--- src/rtl/lfsr_serial_rx_pkg.sv ---
// Types and constants shared by the LFSR generator and its serial receiver.
package lfsr_pkg;

  typedef enum logic {
    IDLE = 1'b0,
    RECV = 1'b1
  } rx_state_t;

  localparam int DEFAULT_WIDTH = 8;

endpackage

--- src/rtl/lfsr_serial_rx_sat_counter.sv ---
// Up-counter that sticks at all-ones; clr wins over inc.
module sat_counter #(
  parameter int CNT_W = 8
) (
  input  logic             clock,
  input  logic             reset,
  input  logic             inc,
  input  logic             clr,
  output logic [CNT_W-1:0] count
);

  logic [CNT_W-1:0] count_reg;

  always_ff @(posedge clock or negedge reset) begin
    if (!reset) begin
      count_reg <= '0;
    end else if (clr) begin
      count_reg <= '0;
    end else if (inc && (count_reg != {CNT_W{1'b1}})) begin
      count_reg <= count_reg + 1'b1;
    end
  end

  assign count = count_reg;

endmodule

--- src/rtl/lfsr_serial_rx.sv ---
// Reassembles the LFSR serial stream (LSB first) into words, checks them
// against a reference and keeps word/error statistics.
module lfsr_serial_rx
  import lfsr_pkg::*;
#(
  parameter int WIDTH   = DEFAULT_WIDTH,
  parameter int GAP_MAX = 4,
  parameter int CNT_W   = 8
) (
  input  logic             clock,
  input  logic             reset,
  input  logic             ser_valid,
  input  logic             ser_data,
  input  logic [WIDTH-1:0] expected,
  input  logic             compare_en,
  input  logic             clear,
  output logic [WIDTH-1:0] par_data,
  output logic             par_valid,
  output logic             match,
  output logic             mismatch_sticky,
  output logic             timeout_err,
  output logic [CNT_W-1:0] word_count,
  output logic [CNT_W-1:0] err_count,
  output logic             busy
);

  localparam int BIT_W = $clog2(WIDTH + 1);
  localparam int GAP_W = $clog2(GAP_MAX + 1);
  localparam logic [BIT_W-1:0] LAST_BIT = BIT_W'(WIDTH - 1);
  localparam logic [GAP_W-1:0] GAP_LAST = GAP_W'(GAP_MAX - 1);

  rx_state_t        state_reg, state_next;
  logic [BIT_W-1:0] bit_cnt_reg, bit_cnt_next;
  logic [GAP_W-1:0] gap_cnt_reg, gap_cnt_next;
  logic [WIDTH-1:0] shift_reg, shift_next;
  logic [WIDTH-1:0] par_data_reg, par_data_next;
  logic             par_valid_reg, par_valid_next;
  logic             match_reg, match_next;
  logic             sticky_reg, sticky_next;
  logic             timeout_reg, timeout_next;

  logic [WIDTH-1:0] new_word;
  logic [WIDTH-1:0] diff_bits;
  logic             word_differs;
  logic             word_inc;
  logic             mismatch;
  logic             err_inc;

  assign new_word = {ser_data, shift_reg[WIDTH-1:1]};

  genvar gi;
  generate
    for (gi = 0; gi < WIDTH; gi++) begin : g_diff
      assign diff_bits[gi] = new_word[gi] ^ expected[gi];
    end
  endgenerate

  assign word_differs = |diff_bits;

  always_ff @(posedge clock or negedge reset) begin
    if (!reset) begin
      state_reg     <= IDLE;
      bit_cnt_reg   <= '0;
      gap_cnt_reg   <= '0;
      shift_reg     <= '0;
      par_data_reg  <= '0;
      par_valid_reg <= 1'b0;
      match_reg     <= 1'b0;
      sticky_reg    <= 1'b0;
      timeout_reg   <= 1'b0;
    end else begin
      state_reg     <= state_next;
      bit_cnt_reg   <= bit_cnt_next;
      gap_cnt_reg   <= gap_cnt_next;
      shift_reg     <= shift_next;
      par_data_reg  <= par_data_next;
      par_valid_reg <= par_valid_next;
      match_reg     <= match_next;
      sticky_reg    <= sticky_next;
      timeout_reg   <= timeout_next;
    end
  end

  always_comb begin
    state_next     = state_reg;
    bit_cnt_next   = bit_cnt_reg;
    gap_cnt_next   = gap_cnt_reg;
    shift_next     = shift_reg;
    par_data_next  = par_data_reg;
    par_valid_next = 1'b0;
    match_next     = 1'b0;
    sticky_next    = sticky_reg;
    timeout_next   = 1'b0;
    word_inc       = 1'b0;
    mismatch       = 1'b0;

    if (clear) begin
      state_next   = IDLE;
      bit_cnt_next = '0;
      gap_cnt_next = '0;
      sticky_next  = 1'b0;
    end else if (ser_valid) begin
      state_next   = RECV;
      gap_cnt_next = '0;
      shift_next   = new_word;
      if (bit_cnt_reg == LAST_BIT) begin
        bit_cnt_next   = '0;
        par_data_next  = new_word;
        par_valid_next = 1'b1;
        match_next     = !compare_en || !word_differs;
        mismatch       = compare_en && word_differs;
        word_inc       = 1'b1;
      end else begin
        bit_cnt_next = bit_cnt_reg + 1'b1;
      end
    end else if (state_reg == RECV) begin
      // Staying in RECV with nothing held only covers the completion cycle,
      // so a contiguous next word keeps busy asserted.
      if (bit_cnt_reg == '0) begin
        state_next = IDLE;
      end else if (gap_cnt_reg == GAP_LAST) begin
        state_next   = IDLE;
        bit_cnt_next = '0;
        gap_cnt_next = '0;
        timeout_next = 1'b1;
      end else begin
        gap_cnt_next = gap_cnt_reg + 1'b1;
      end
    end

    if (mismatch) begin
      sticky_next = 1'b1;
    end
  end

  assign err_inc = mismatch | timeout_next;

  sat_counter #(.CNT_W(CNT_W)) u_word_cnt (
    .clock (clock),
    .reset (reset),
    .inc   (word_inc),
    .clr   (clear),
    .count (word_count)
  );

  sat_counter #(.CNT_W(CNT_W)) u_err_cnt (
    .clock (clock),
    .reset (reset),
    .inc   (err_inc),
    .clr   (clear),
    .count (err_count)
  );

  assign par_data        = par_data_reg;
  assign par_valid       = par_valid_reg;
  assign match           = match_reg;
  assign mismatch_sticky = sticky_reg;
  assign timeout_err     = timeout_reg;
  assign busy            = (state_reg == RECV);

endmodule

--- config.mk ---
export PLATFORM = sky130hd
export DESIGN_NAME = lfsr_serial_rx
export DESIGN_NICKNAME = d
export VERILOG_FILES = /design/src/rtl/lfsr_serial_rx_pkg.sv /design/src/rtl/lfsr_serial_rx_sat_counter.sv /design/src/rtl/lfsr_serial_rx.sv
export SDC_FILE = /design/constraint.sdc
export NUM_CORES = 1
export LEC_CHECK = 0
export ABC_CLOCK_PERIOD_IN_PS = 3700
export BUFFER_PORTS_ARGS = -buffer_cell sky130_fd_sc_hd__buf_4
export CAP_MARGIN = 0
export CORE_ASPECT_RATIO = 0.75
export CORE_MARGIN = 3
export CORE_UTILIZATION = 34
export CTS_CLUSTER_DIAMETER = 80
export DETAILED_ROUTE_END_ITERATION = 6
export HOLD_SLACK_MARGIN = 0.06
export PLACE_DENSITY = 0.55
export SLEW_MARGIN = 10
export SYNTH_ARGS = -nofsm -noshare
export SYNTH_HDL_FRONTEND = slang
export SYNTH_SLANG_ARGS = --single-unit
--- constraint.sdc ---
create_clock -name clock -period 3.7 [get_ports clock]
set_input_delay 0.74 -clock clock [delete_from_list [all_inputs] [get_ports clock]]
set_output_delay 0.74 -clock clock [all_outputs]
set_load 0.01 [all_outputs]
# After elaboration in Yosys (flattened, before gate mapping)

Index checks and enable logic that the tools add are counted.

Bits of input ports: 14
Bits in registers: 44
Bits in latches: 0
Memories: 0
ROM bits: 0
Word-level logic and storage cells: 83
Bits in writable memories: 0
Output and inout port bits: 29

Reduce and logical (&&, ||, !) cells: 17
Equal/unequal tests: 5
Muxes and demuxes: 36
Divide/modulo/power cells: 0
Bitwise operators: 10
$add $sub $neg: 4
$mul: 0
Order comparisons: 0
Shifts and indexed selects: 0

Operator list:

| cell                  | number |
|---|---|
| $mux W8               | 4 |
| $mux W4               | 6 |
| $mux W1               | 21 |
| $add A8 B1 Y8 const B | 2 |
| $ne A8 B8 Y1 const B  | 2 |
| $mux W3               | 5 |
| $reduce_or A8 Y1      | 1 |
| $xor A1 B1 Y1         | 8 |
| $reduce_and A3 Y1     | 2 |
| $reduce_bool A2 Y1    | 3 |
| $reduce_bool A3 Y1    | 2 |
| $add A4 B1 Y4 const B | 1 |
| $eq A4 B3 Y1 const B  | 1 |
| $logic_not A4 Y1      | 1 |
| $reduce_and A2 Y1     | 2 |
| $add A3 B1 Y3 const B | 1 |
| $eq A3 B2 Y1 const B  | 1 |
| $logic_and A1 B1 Y1   | 3 |
| $ne A3 B3 Y1 const B  | 1 |
| $logic_not A1 Y1      | 2 |
| $logic_or A1 B1 Y1    | 1 |
| $not A1 Y1            | 1 |
| $or A1 B1 Y1          | 1 |

# Longest topological paths before layout

Gate-level depths: netlist of the first run.

Depth after elaboration: 10
Mapped depth: 9
Gate-level depth less buffers: 7

# By module

From an unflattened synthesis of the first run, not the netlist that was laid out.

Cell total of the unflattened synthesis: 211
Area total of the unflattened synthesis: 2,157.1 µm²

By module, submodules not included:

| module         | seq. area each (µm²) | times used | area an instance (µm²) | cells an instance |
|---|---|---|---|---|
| lfsr_serial_rx | 675.6                | 1          | 1,228.7                | 113 |
| sat_counter    | 200.2                | 2          | 464.2                  | 49 |

# Worst setup path after synthesis of the first run

OpenSTA, ideal clock, no wires.

Path type: in2reg
Start: input expected[3]
End: register u_err_cnt.count_reg[5], in the netlist u_err_cnt.count[5]
Data required time: 3,562 ps
Cell stages on the path: 6
Library setup time: 138 ps
Arrival time: 1,761 ps
Path buffers: 1
Setup slack: 1,802 ps
Path through: xor2_1 -> nor4_4 -> a21oi_4 -> buf_4 -> o21ai_1 -> a211oi_2

Longest elaborated chain between the ends: 9

Ends and longest elaborated chain:

| item                                | RTL line                         | source |
|---|---|---|
| start: declaration                  | lfsr_serial_rx.sv:14             | `input logic [WIDTH-1:0] expected,` |
| $xor A1 B1 Y1                       | lfsr_serial_rx.sv:54             | `assign diff_bits[gi] = new_word[gi] ^ expected[gi];` |
| $reduce_or A8 Y1                    | lfsr_serial_rx.sv:58             | `assign word_differs = \|diff_bits;` |
| $logic_and A1 B1 Y1                 | lfsr_serial_rx.sv:111            | `mismatch = compare_en && word_differs;` |
| $mux W1                             | lfsr_serial_rx.sv:106            | `if (bit_cnt_reg == LAST_BIT) begin` |
| $mux W1                             | lfsr_serial_rx.sv:102            | `end else if (ser_valid) begin` |
| $mux W1                             | lfsr_serial_rx.sv:97             | `if (clear) begin` |
| $or A1 B1 Y1                        | lfsr_serial_rx.sv:136            | `assign err_inc = mismatch \| timeout_next;` |
| $logic_and A1 B1 Y1                 | lfsr_serial_rx_sat_counter.sv:19 | `end else if (inc && (count_reg != {CNT_W{1'b1}})) begin` |
| $reduce_bool A2 Y1 (no source line) | -                                |  |
| end signal: assignment              | lfsr_serial_rx_sat_counter.sv:20 | `count_reg <= count_reg + 1'b1;` |
| end: declaration                    | lfsr_serial_rx_sat_counter.sv:12 | `logic [CNT_W-1:0] count_reg;` |

Every way passes these cells.
A chain may end at the register's enable or synchronous reset.

# Worst setup path after layout of the first run

Start: register bit_cnt_reg[0]
End: register u_err_cnt.count_reg[7], in the netlist u_err_cnt.count[7]

Longest elaborated chain between the ends: 8
Elaborated cells between the ends (all ways): 12
Classes of those cells: eq/ne: 1; mux: 7; bitwise: 1; reduce/logical: 3

Ends and longest elaborated chain:

| item                                  | RTL line                         | source |
|---|---|---|
| start: declaration                    | lfsr_serial_rx.sv:33             | `logic [BIT_W-1:0] bit_cnt_reg, bit_cnt_next;` |
| start signal: assignment              | lfsr_serial_rx.sv:73             | `bit_cnt_reg <= bit_cnt_next;` |
| $logic_not A4 Y1                      | lfsr_serial_rx.sv:119            | `if (bit_cnt_reg == '0) begin` |
| $mux W1                               | lfsr_serial_rx.sv:119            |  |
| $mux W1                               | lfsr_serial_rx.sv:116            | `end else if (state_reg == RECV) begin` |
| $mux W1                               | lfsr_serial_rx.sv:102            |  |
| $mux W1                               | lfsr_serial_rx.sv:97             |  |
| $or A1 B1 Y1 *                        | lfsr_serial_rx.sv:136            |  |
| $logic_and A1 B1 Y1 *                 | lfsr_serial_rx_sat_counter.sv:19 |  |
| $reduce_bool A2 Y1 (no source line) * | -                                |  |

Mark *: on every way between the ends. The rest lies on a longest branch, timed or not.

==> impl_metrics.tcl, run 1 <==
set metrics [dict create \
    post-route-util_pct 44.3 \
    startpoint_type "flip-flop" \
    netlist_area_um2 2240 \
    via_per_inst 4.88 \
    die_h_um 76.3 \
    yosys-top-cells-area "dfrtp_1 48%, nand2_1 5.4%, mux2_1 4.0%, xor2_1 3.1%, ha_1 2.8%" \
    post-cts-setup-buffer-count 0 \
    slew_viol_final 0 \
    comb_power_share_pct 9.9 \
    fmax_mhz 473 \
    htree_num_levels 2 \
    multiInputGateArea_um2 1070 \
    synthCells 213 \
    clockRootBuffer "clkbuf_8" \
    async_flop_share_pct 100 \
    vias 1624 \
    route.met2.wl_um 1930 \
    max_stage_delay_ps 550 \
    maxUsedRoutingLayer "met4" \
    met3_wirelength_um 212 \
    grt_setup_unrepaired "no" \
    drt-initial-drc-count 113 \
    first_global_vias 1622 \
    p_sw_uw 256 \
    seqPwrFrac_pct 55.5 \
    pwr-share-clk_pct 34.6 \
    path_clk_slew_ps 100 \
    ys_types 45 \
    cp_top_family "simple AND/OR/NAND/NOR gates" \
    dpl.hpwl_um 3190 \
    ios 43 \
    worst_ep_arrival_time_ps 2330 \
    slowest_stage "and3_1" \
    synthToLayoutAreaGrowth_pct 20.5 \
    path_cells "inv_1, ha_1, nor3b_2, nor2b_4, and3_1, o211ai_1, a221oi_2" \
    path_class "reg2reg" \
    ys_seq_area_share_pct 48.0 \
    ys_ff_latch 43 \
    grt_pass1_wl_um 8020 \
    p_int_uw 658 \
    place_area_um2 2610 \
    post-route-period-util_pct 57.1 \
    p_per_area_nw_per_um2 338 \
    cts_resized 0 \
    cp_num_buf_inv 1 \
    met1Wirelength_um 2410 \
    tns_ps 0 \
    fin_area_um2 2700 \
    fillers 606 \
    drc 0 \
    finalClockSkew_ps 9.80 \
    leakage_uw 0.00131 \
    dp_slack_ps 1360 \
    setup_viol 0 \
    cp_data_required_time_ps 3920 \
    hp-class "in2async" \
    rows 24 \
    grt.total_usage_pct 13.1 \
    dieArea_um2 7620 \
    first_pass_iters 4 \
    worst-slew-pin-transition_ps 726 \
    drive_gt1_share_pct 25.1 \
    final_nets 273 \
    crit_fanout 17 \
    outcome "completed" \
    syn_nets 232 \
    cap_viol_max_count 0 \
    dominantRegCellSynth "dfrtp_1" \
    antenna_found_initial 0 \
    synth_largest_area_cell "dfrtp_1" \
    regArea_um2 1080 \
    hold_buffers 0 \
    setup_ws_ps 1590 \
    coreArea_um2 6100 \
    routed_wl_um 4620 \
    ys_top_cells_by_count "43 x dfrtp_1, 32 x nand2_1, 11 x nor2_1, 10 x inv_1" \
    relSlewSlack_pct 51.4 \
    antenna_left 0 \
    netSwitchingFraction_pct 28.0 \
    cts_buffers 5 \
    cts_tree "done" \
    grt_max_degree 44 \
    clock_path_buffers 2 \
    setup.worst_path.start "bit_cnt_reg[0]" \
    hold_ws_ps 420 \
    ys_warn_count 0 \
    end_kind "flip-flop" \
    yosysTopAreaCellShare_pct 48.0 \
    antenna_cells 0 \
    ir_worst_vdd_uv 123 \
    wl_per_cell_um 13.9 \
    synth_edf_count 0 \
    yosysMostFrequentCell "dfrtp_1" \
    r2r_setup_slack_ps 1590 \
    avgSynthCellArea_um2 10.5 \
    period_needed_ps 2110 \
    r2r-start "bit_cnt_reg[0]" \
    die_w_um 99.8 \
    clock_latency_ps 310 \
    clock-sinks 43 \
    grt-ovfl-total 0 \
    hold_viol 0 \
    initial_core_util_pct 36.8 \
    gp_congestion 0.776 \
    portBuffers 42 \
]
## path summary, 6_finish.rpt
kind,endpoint,depth (start not counted)
setup reg to reg,u_err_cnt.count[7],7
hold reg to reg,par_data[6],1
min in group clock,par_data[6],1
hold / removal,par_data[0],1
setup / recovery,u_err_cnt.count[7],7
max in group asynchronous,shift_reg[2],1
## per-layer routing
| metal | GRT usage [%] | vias up |
|---|---|---|
| met4 | 4.91 | 0 |
| met2 | 18.6 | 38 |
| met1 | 19.1 | 752 |
| met5 | 0 | - |
| met3 | 3.11 | 8 |
| li1 | - | 826 |
## power by group through the flow
stage	Sequential (uW)	Combinational, uW	Clock [uW]
final	507	90.7	316
after detailed placement	517	92.5	0
after global routing	511	103	355
after CTS	508	92.7	333
after global placement	517	90.7	0
after floorplan	511	57.9	0
## placed cells by master (no fill, tap or decap), types with 3 or more instances in the layout
master    netlist  final
o21ai_1         8      8
nand2b_1        6      6
mux2_1          8      8
a211oi_2        4      4
ha_1            5      5
a21oi_1         6      6
xnor2_1         5      5
inv_1          10     10
nor2_1         11     11
and3_1          5      5
o2111a_1        4      4
o311ai_2        3      3
xor2_1          8      8
nor3_1          6      6
clkbuf_8        0      5
nand3_1         6      6
nand2_1        32     32
buf_4           1     43
dfrtp_1        43     43
## logic make-up after synthesis
logic type / share of synthesized area [%]
multiplexers: 4.02
adder cells (fa/ha/maj): 2.79
buffers and inverters: 4.13
flip-flops: 48.0
XOR/XNOR: 5.08
AND/OR/NAND/NOR: 21.0
AO/OA/AOI/OAI: 15.1
## stage by stage
step | cells | total power, uW
2_1_floorplan | 213 | 568
3_3_place_gp | 325 | 608
3_5_place_dp | 325 | 609
4_1_cts | 333 | 934
5_1_grt | 333 | 969
6_report | 333 | 914
## worst reg2reg max path, stage by stage, from the launching register on
cell      delay [ps]
dfrtp_1          410
inv_1             60
ha_1             190
nor3b_2          170
nor2b_4          160
and3_1           550
o211ai_1         210
a221oi_2         280
## cell type report
type	count	area share [%]
clock buffers	5	2.55
clock inverters	3	0.926
inverters	10	1.39
multi-input cells	151	39.8
flip-flops and latches	43	39.8
well taps	78	3.61
repair buffers	43	11.9
Note: power is estimated with default switching activity, not from simulation.
==> run 2: changes to the inputs <==
--- a/config.mk
+++ b/config.mk
@@ -5,7 +5,8 @@
 export SDC_FILE = /design/constraint.sdc
 export NUM_CORES = 1
 export LEC_CHECK = 0
-export ABC_CLOCK_PERIOD_IN_PS = 3700
+export ABC_AREA = 1
+export ABC_CLOCK_PERIOD_IN_PS = 2000
 export BUFFER_PORTS_ARGS = -buffer_cell sky130_fd_sc_hd__buf_4
 export CAP_MARGIN = 0
 export CORE_ASPECT_RATIO = 0.75
==> constraint.sdc (replaced) <==
create_clock -name clock -period 2 [get_ports clock]
set_input_delay 0.4 -clock clock [delete_from_list [all_inputs] [get_ports clock]]
set_output_delay 0.4 -clock clock [all_outputs]
set_load 0.01 [all_outputs]
==> run 2 against run 1 <==
  * Final cell count increased by 16%
  * Flip-flop and latch count unchanged
  * Synthesized cell count increased by 22%
  * Wire length decreased by 1.0%
  * Die area increased by 0.99%
  * Register-to-register slack got worse by 1200 ps
  * First-iteration DRC count decreased by 36%
  * Clock skew decreased by 3.1 ps
  * Non-clock buffer count unchanged
  * Critical path type unchanged
==> impl_metrics.tcl, run 2 <==
set metrics [dict create \
    slowest_stage "dfrtp_1" \
    clock_path_buffers 2 \
    synthAdderAreaFrac_pct 2.76 \
    yosysTopAreaCellShare_pct 47.5 \
    antenna_left 0 \
    cap_viol_max_count 0 \
    hold_viol 0 \
    synth_mux_area_share_pct 0 \
    async_flop_share_pct 100 \
    antenna_cells 0 \
    synth_edf_count 0 \
    final_cell_count_no_fill 387 \
    hold_ws_ps 87.3 \
    gp_congestion 0.783 \
    p_per_area_nw_per_um2 640 \
    cp_top_family "simple AND/OR/NAND/NOR gates" \
    rows 25 \
    routed_wl_um 4580 \
    synthXorXnorAreaFrac_pct 4.25 \
    fmax_mhz 625 \
    end_kind "flip-flop" \
    setup_ws_ps 400 \
    tns_ps 0 \
    cts_resized 0 \
    final_common_cell "nand2_1" \
    synthCells 260 \
    clockRootBuffer "clkbuf_8" \
    leakage_uw 0.00150 \
    path_clk_slew_ps 80 \
    worst_ep_arrival_time_ps 1800 \
    vias 1772 \
    clock_latency_ps 290 \
    path_class "reg2reg" \
    grt.total_usage_pct 12.6 \
    relSlewSlack_pct 63.1 \
    setup_viol 0 \
    ys_ff_latch 43 \
    avgSynthCellArea_um2 8.72 \
    post-cts-setup-buffer-count 0 \
    post-route-period-util_pct 80.0 \
    syn_nets 279 \
    final_cell_mix "65 x nand2_1, 43 x dfrtp_1, 43 x buf_4" \
    slew_viol_final 0 \
    synth_largest_area_cell "dfrtp_1" \
    grt_max_degree 44 \
    ys_warn_count 0 \
    final_nets 324 \
    grt_setup_unrepaired "no" \
    grt-ovfl-total 0 \
    ys_seq_area_share_pct 47.5 \
    synthToLayoutAreaGrowth_pct 20.9 \
    ys_types 31 \
    crit_fanout 6 \
    cp_data_required_time_ps 2200 \
    yosys-top-cells-area "dfrtp_1 47%, nand2_1 11%, inv_1 4.3%, nand3_1 3.3%, xor2_1 3.1%" \
    dieArea_um2 7690 \
    ir_worst_vdd_uv 234 \
    outcome "completed" \
    place_inst 379 \
    finalClockSkew_ps 6.71 \
    htree_num_levels 2 \
    worst-slew-pin-transition_ps 553 \
    coreArea_um2 6380 \
    r2r_setup_slack_ps 400 \
    cp_num_buf_inv 1 \
    hold_buffers 0 \
    portBuffers 42 \
    dp_slack_ps 409 \
    hp-class "in2async" \
    ios 43 \
    synth_top_family_by_area "simple AND/OR/NAND/NOR gates" \
    initial_core_util_pct 35.5 \
    yosysMostFrequentCell "nand2_1" \
    path_cells "ha_1, nand2_1, nor2_8, nand3_2, nand2_4, nand2_4, inv_2, nand2_1, o31ai_1" \
    drc 0 \
    clock-sinks 43 \
    first_global_vias 1586 \
    synth_compound_area_share_pct 9.44 \
    wl_per_cell_um 11.8 \
    first_pass_iters 4 \
    grt_pass1_wl_um 7770 \
    ys_top_cells_by_count "65 x nand2_1, 43 x dfrtp_1, 26 x inv_1, 15 x nand3_1, 12 x inv_2" \
    die_h_um 76.7 \
    die_w_um 100 \
    drt-initial-drc-count 72 \
    via_per_inst 4.58 \
    period_needed_ps 1600 \
    drive_gt1_share_pct 26.8 \
    dpl.hpwl_um 3350 \
    cts_buffers 5 \
    yosys.area_share.simple_pct 28.1 \
    antenna_found_initial 0 \
    cts_tree "done" \
    max_stage_delay_ps 460 \
    dominantRegCellSynth "dfrtp_1" \
    netlist_area_um2 2270 \
    startpoint_type "flip-flop" \
]
-- run 2: layout make-up --
cell class | instances | area [um^2]
multi-input cells | 173 | 1010
repair buffers | 43 | 323
well taps | 81 | 101
clock buffers | 7 | 76.3
clock inverters | 1 | 5.00
inverters | 39 | 149
fillers | 661 | 3640
flip-flops and latches | 43 | 1080
-- run 2: logic make-up after synthesis --
group | Yosys count
adders and majority gates | 5
buffers and inverters | 44
DFF | 43
xor gates and xnor gates | 11
and+or+nand+nor | 119
AOI/OAI and AO/OA | 38
-- run 2: layer usage --
| metal | vias to the layer above | track usage, % | wire (um) |
|---|---|---|---|
| met4 | 0 | 3.23 | 51 |
| li1 | 928 | - | - |
| met3 | 8 | 3.55 | 230 |
| met1 | 797 | 19.0 | 2380 |
| met5 | - | 0 | 0 |
| met2 | 39 | 17.8 | 1920 |
-- run 2: path summary, 6_finish.rpt --
kind / startpoint / endpoint / cells past startpoint
hold reg to reg: gap_cnt_reg[0] / gap_cnt_reg[0] / 1
setup reg to reg: u_word_cnt.count[0] / u_word_cnt.count[5] / 9
max in group asynchronous: reset / shift_reg[1] / 1
hold / removal: reset / u_word_cnt.count[1] / 1
min in group clock: compare_en / match / 2
setup / recovery: u_word_cnt.count[0] / u_word_cnt.count[5] / 9
-- run 2: per-stage QoR --
step                power (uW)  util, %  area, um^2
finish                    1750     42.9        2740
global route              1870     42.9        2740
CTS                       1790     42.9        2740
detailed placement        1240     41.7        2660
global placement          1240     41.7        2660
floorplan                 1140        -        2270
-- run 2: power breakdown --
group / total (uW) / leakage (uW) / switching, uW / internal [uW]
Sequential: 966 / 0.000580 / 41.0 / 925
Clock: 535 / 0.0000422 / 289 / 245
Combinational: 253 / 0.000877 / 147 / 106
==> run 3: changes to the inputs <==
--- a/config.mk
+++ b/config.mk
@@ -6,7 +6,7 @@
 export NUM_CORES = 1
 export LEC_CHECK = 0
 export ABC_AREA = 1
-export ABC_CLOCK_PERIOD_IN_PS = 2000
+export ABC_CLOCK_PERIOD_IN_PS = 1300
 export BUFFER_PORTS_ARGS = -buffer_cell sky130_fd_sc_hd__buf_4
 export CAP_MARGIN = 0
 export CORE_ASPECT_RATIO = 0.75
@@ -15,7 +15,7 @@
 export CTS_CLUSTER_DIAMETER = 80
 export DETAILED_ROUTE_END_ITERATION = 6
 export HOLD_SLACK_MARGIN = 0.06
-export PLACE_DENSITY = 0.55
+export PLACE_DENSITY = 0.57
 export SLEW_MARGIN = 10
 export SYNTH_ARGS = -nofsm -noshare
 export SYNTH_HDL_FRONTEND = slang
==> constraint.sdc (replaced) <==
create_clock -name clock -period 1.3 [get_ports clock]
set_input_delay 0.26 -clock clock [delete_from_list [all_inputs] [get_ports clock]]
set_output_delay 0.26 -clock clock [all_outputs]
set_load 0.01 [all_outputs]
==> run 3 against run 2 <==
  * The run now ends with negative setup slack left
  * Die area unchanged
  * Combinational power increased by 140%
  * Register-to-register slack got worse by 610 ps
  * Wire length increased by 15%
  * Hold slack improved by 62 ps
  * Sequential share of layout area decreased by 7.9 points
  * Via count increased by 12%
  * Maximum frequency increased by 5.7%
  * Critical endpoint is now u_word_cnt.count[4]
==> impl_metrics.tcl, run 3 (synthesis results as in run 2) <==
set metrics [dict create \
    final_nets 380 \
    setup_ws_ps -213 \
    min_from "compare_en" \
    via_per_inst 4.49 \
    grt_max_degree 24 \
    setup_viol 31 \
    cts_tree "done" \
    grt-ovfl-total 0 \
    first_pass_iters 4 \
    synthToLayoutAreaGrowth_pct 51.5 \
    startpoint_type "flip-flop" \
    grt_pass1_wl_um 8920 \
    r2r_end "u_word_cnt.count[4]" \
    worst-slew-pin-transition_ps 378 \
    worst_ep_arrival_time_ps 1720 \
    cap_viol_max_count 0 \
    post-route-util_pct 53.8 \
    clock_latency_ps 300 \
    htree_num_levels 2 \
    gp_congestion 0.851 \
    crit_fanout 6 \
    antenna_found_initial 0 \
    slew_viol_final 0 \
    reg2reg_depth 9 \
    routed_wl_um 5280 \
    r2r-start "bit_cnt_reg[0]" \
    min_path_cells 2 \
    portBuffers 42 \
    die_w_um 100 \
    grt.total_usage_pct 14.5 \
    final_common_cell "buf_4" \
    drt-initial-drc-count 41 \
    fmax_mhz 661 \
    clockRootBuffer "clkbuf_8" \
    leakage_uw 0.00185 \
    outcome "complete, but fails checks" \
    hold_viol 0 \
    antenna_left 0 \
    cts_buffers 5 \
    place_inst 425 \
    dpl.hpwl_um 3850 \
    grt_setup_unrepaired "yes" \
    hold_end "match" \
    p_per_area_nw_per_um2 911 \
    ios 43 \
    relSlewSlack_pct 74.8 \
    antenna_cells 0 \
    dieArea_um2 7690 \
    finalClockSkew_ps 12.2 \
    drc 0 \
    coreArea_um2 6380 \
    drive_gt1_share_pct 47.5 \
    r2r_setup_slack_ps -210 \
    clock-sinks 43 \
    post-route-period-util_pct 116 \
    period_needed_ps 1510 \
    end_kind "flip-flop" \
    initial_core_util_pct 35.5 \
    cp_data_required_time_ps 1510 \
    clock_path_buffers 2 \
    hp-class "in2reg" \
    final_cell_mix "87 x buf_4, 50 x nand2_1, 42 x dfrtp_1" \
    first_global_vias 1895 \
    path_clk_slew_ps 90 \
    rows 25 \
    path_class "reg2reg" \
    ir_worst_vdd_uv 474 \
    violations "negative setup slack" \
    fillers 604 \
    die_h_um 76.7 \
    vias 1987 \
    final_cell_count_no_fill 443 \
    wl_per_cell_um 11.9 \
]
[run 3: cell types whose count changed in the layout (fill, tap and decap cells not counted), moves of 4 or more]
cell and delta:
buf_6 +6, nand2_1 -15, a21oi_1 -4, nand2_2 +11
buf_4 +44, nand3_1 -4
[run 3: power breakdown]
part           switching (uW)  internal (uW)
clock network             472            576
logic                     296            301
registers                61.0           1420
[run 3: how the worst max path moves through the flow]
stage,start,to,slack [ps],depth (start not counted)
2_1_floorplan,u_word_cnt.count[1],u_word_cnt.count[3],-110,8
3_3_place_gp,bit_cnt_reg[0],u_err_cnt.count[7],-180,10
3_5_place_dp,bit_cnt_reg[0],u_err_cnt.count[7],-230,10
4_1_cts,bit_cnt_reg[0],u_word_cnt.count[3],-180,11
5_1_grt,bit_cnt_reg[1],u_word_cnt.count[4],-300,9
6_report,bit_cnt_reg[0],u_word_cnt.count[4],-210,9
[run 3: through the flow]
step	hold WS (ps)	total power (uW)	cell area [um^2]	TNS (ps)	worst slack, ps
3_5_place_dp	175	2060	3060	-4630	-231
3_3_place_gp	173	2050	3060	-3570	-178
6_report	149	3130	3430	-3730	-213
5_1_grt	147	3300	3430	-7250	-303
4_1_cts	129	3130	3300	-3710	-179
2_1_floorplan	-35.6	1750	2300	-1350	-109
[run 3: cell type report]
class / count / area (um^2) / area share [%]
Inverter: 39 / 164 / 4.77
Clock buffer: 7 / 76.3 / 2.22
Multi-Input combinational cell: 174 / 1180 / 34.5
Timing Repair inverter: 1 / 11.3 / 0.328
Tap cell: 81 / 101 / 2.95
Clock inverter: 1 / 30.0 / 0.874
Sequential cell: 43 / 1080 / 31.4
Timing Repair Buffer: 97 / 791 / 23.0
[run 3: critical path, cell delays in order, from the launching register on]
cell	delay (ps)
dfrtp_1	360
ha_2	180
nand2_2	60
nor2_2	100
inv_2	70
buf_6	120
nor2_8	110
nand2_8	100
buf_4	150
o31ai_2	180
[run 3: per-layer routing]
layer	vias up	GRT usage [%]	share of wire (%)
met1	912	20.9	48
met3	5	3.09	4.5
met4	0	3.23	0.72
met2	30	22.4	46
li1	1040	-	-
met5	-	0	0
[run 3: what timing repair did]
item | CTS | global route
buffers inserted | 3 | 4
hold buffers | 1 | 0
cloned | 2 | 0
pin swaps | 5 | 2
resized for setup | 29 | 21
setup endpoints to repair | 32 | 37
hold endpoints to repair | 20 | 0
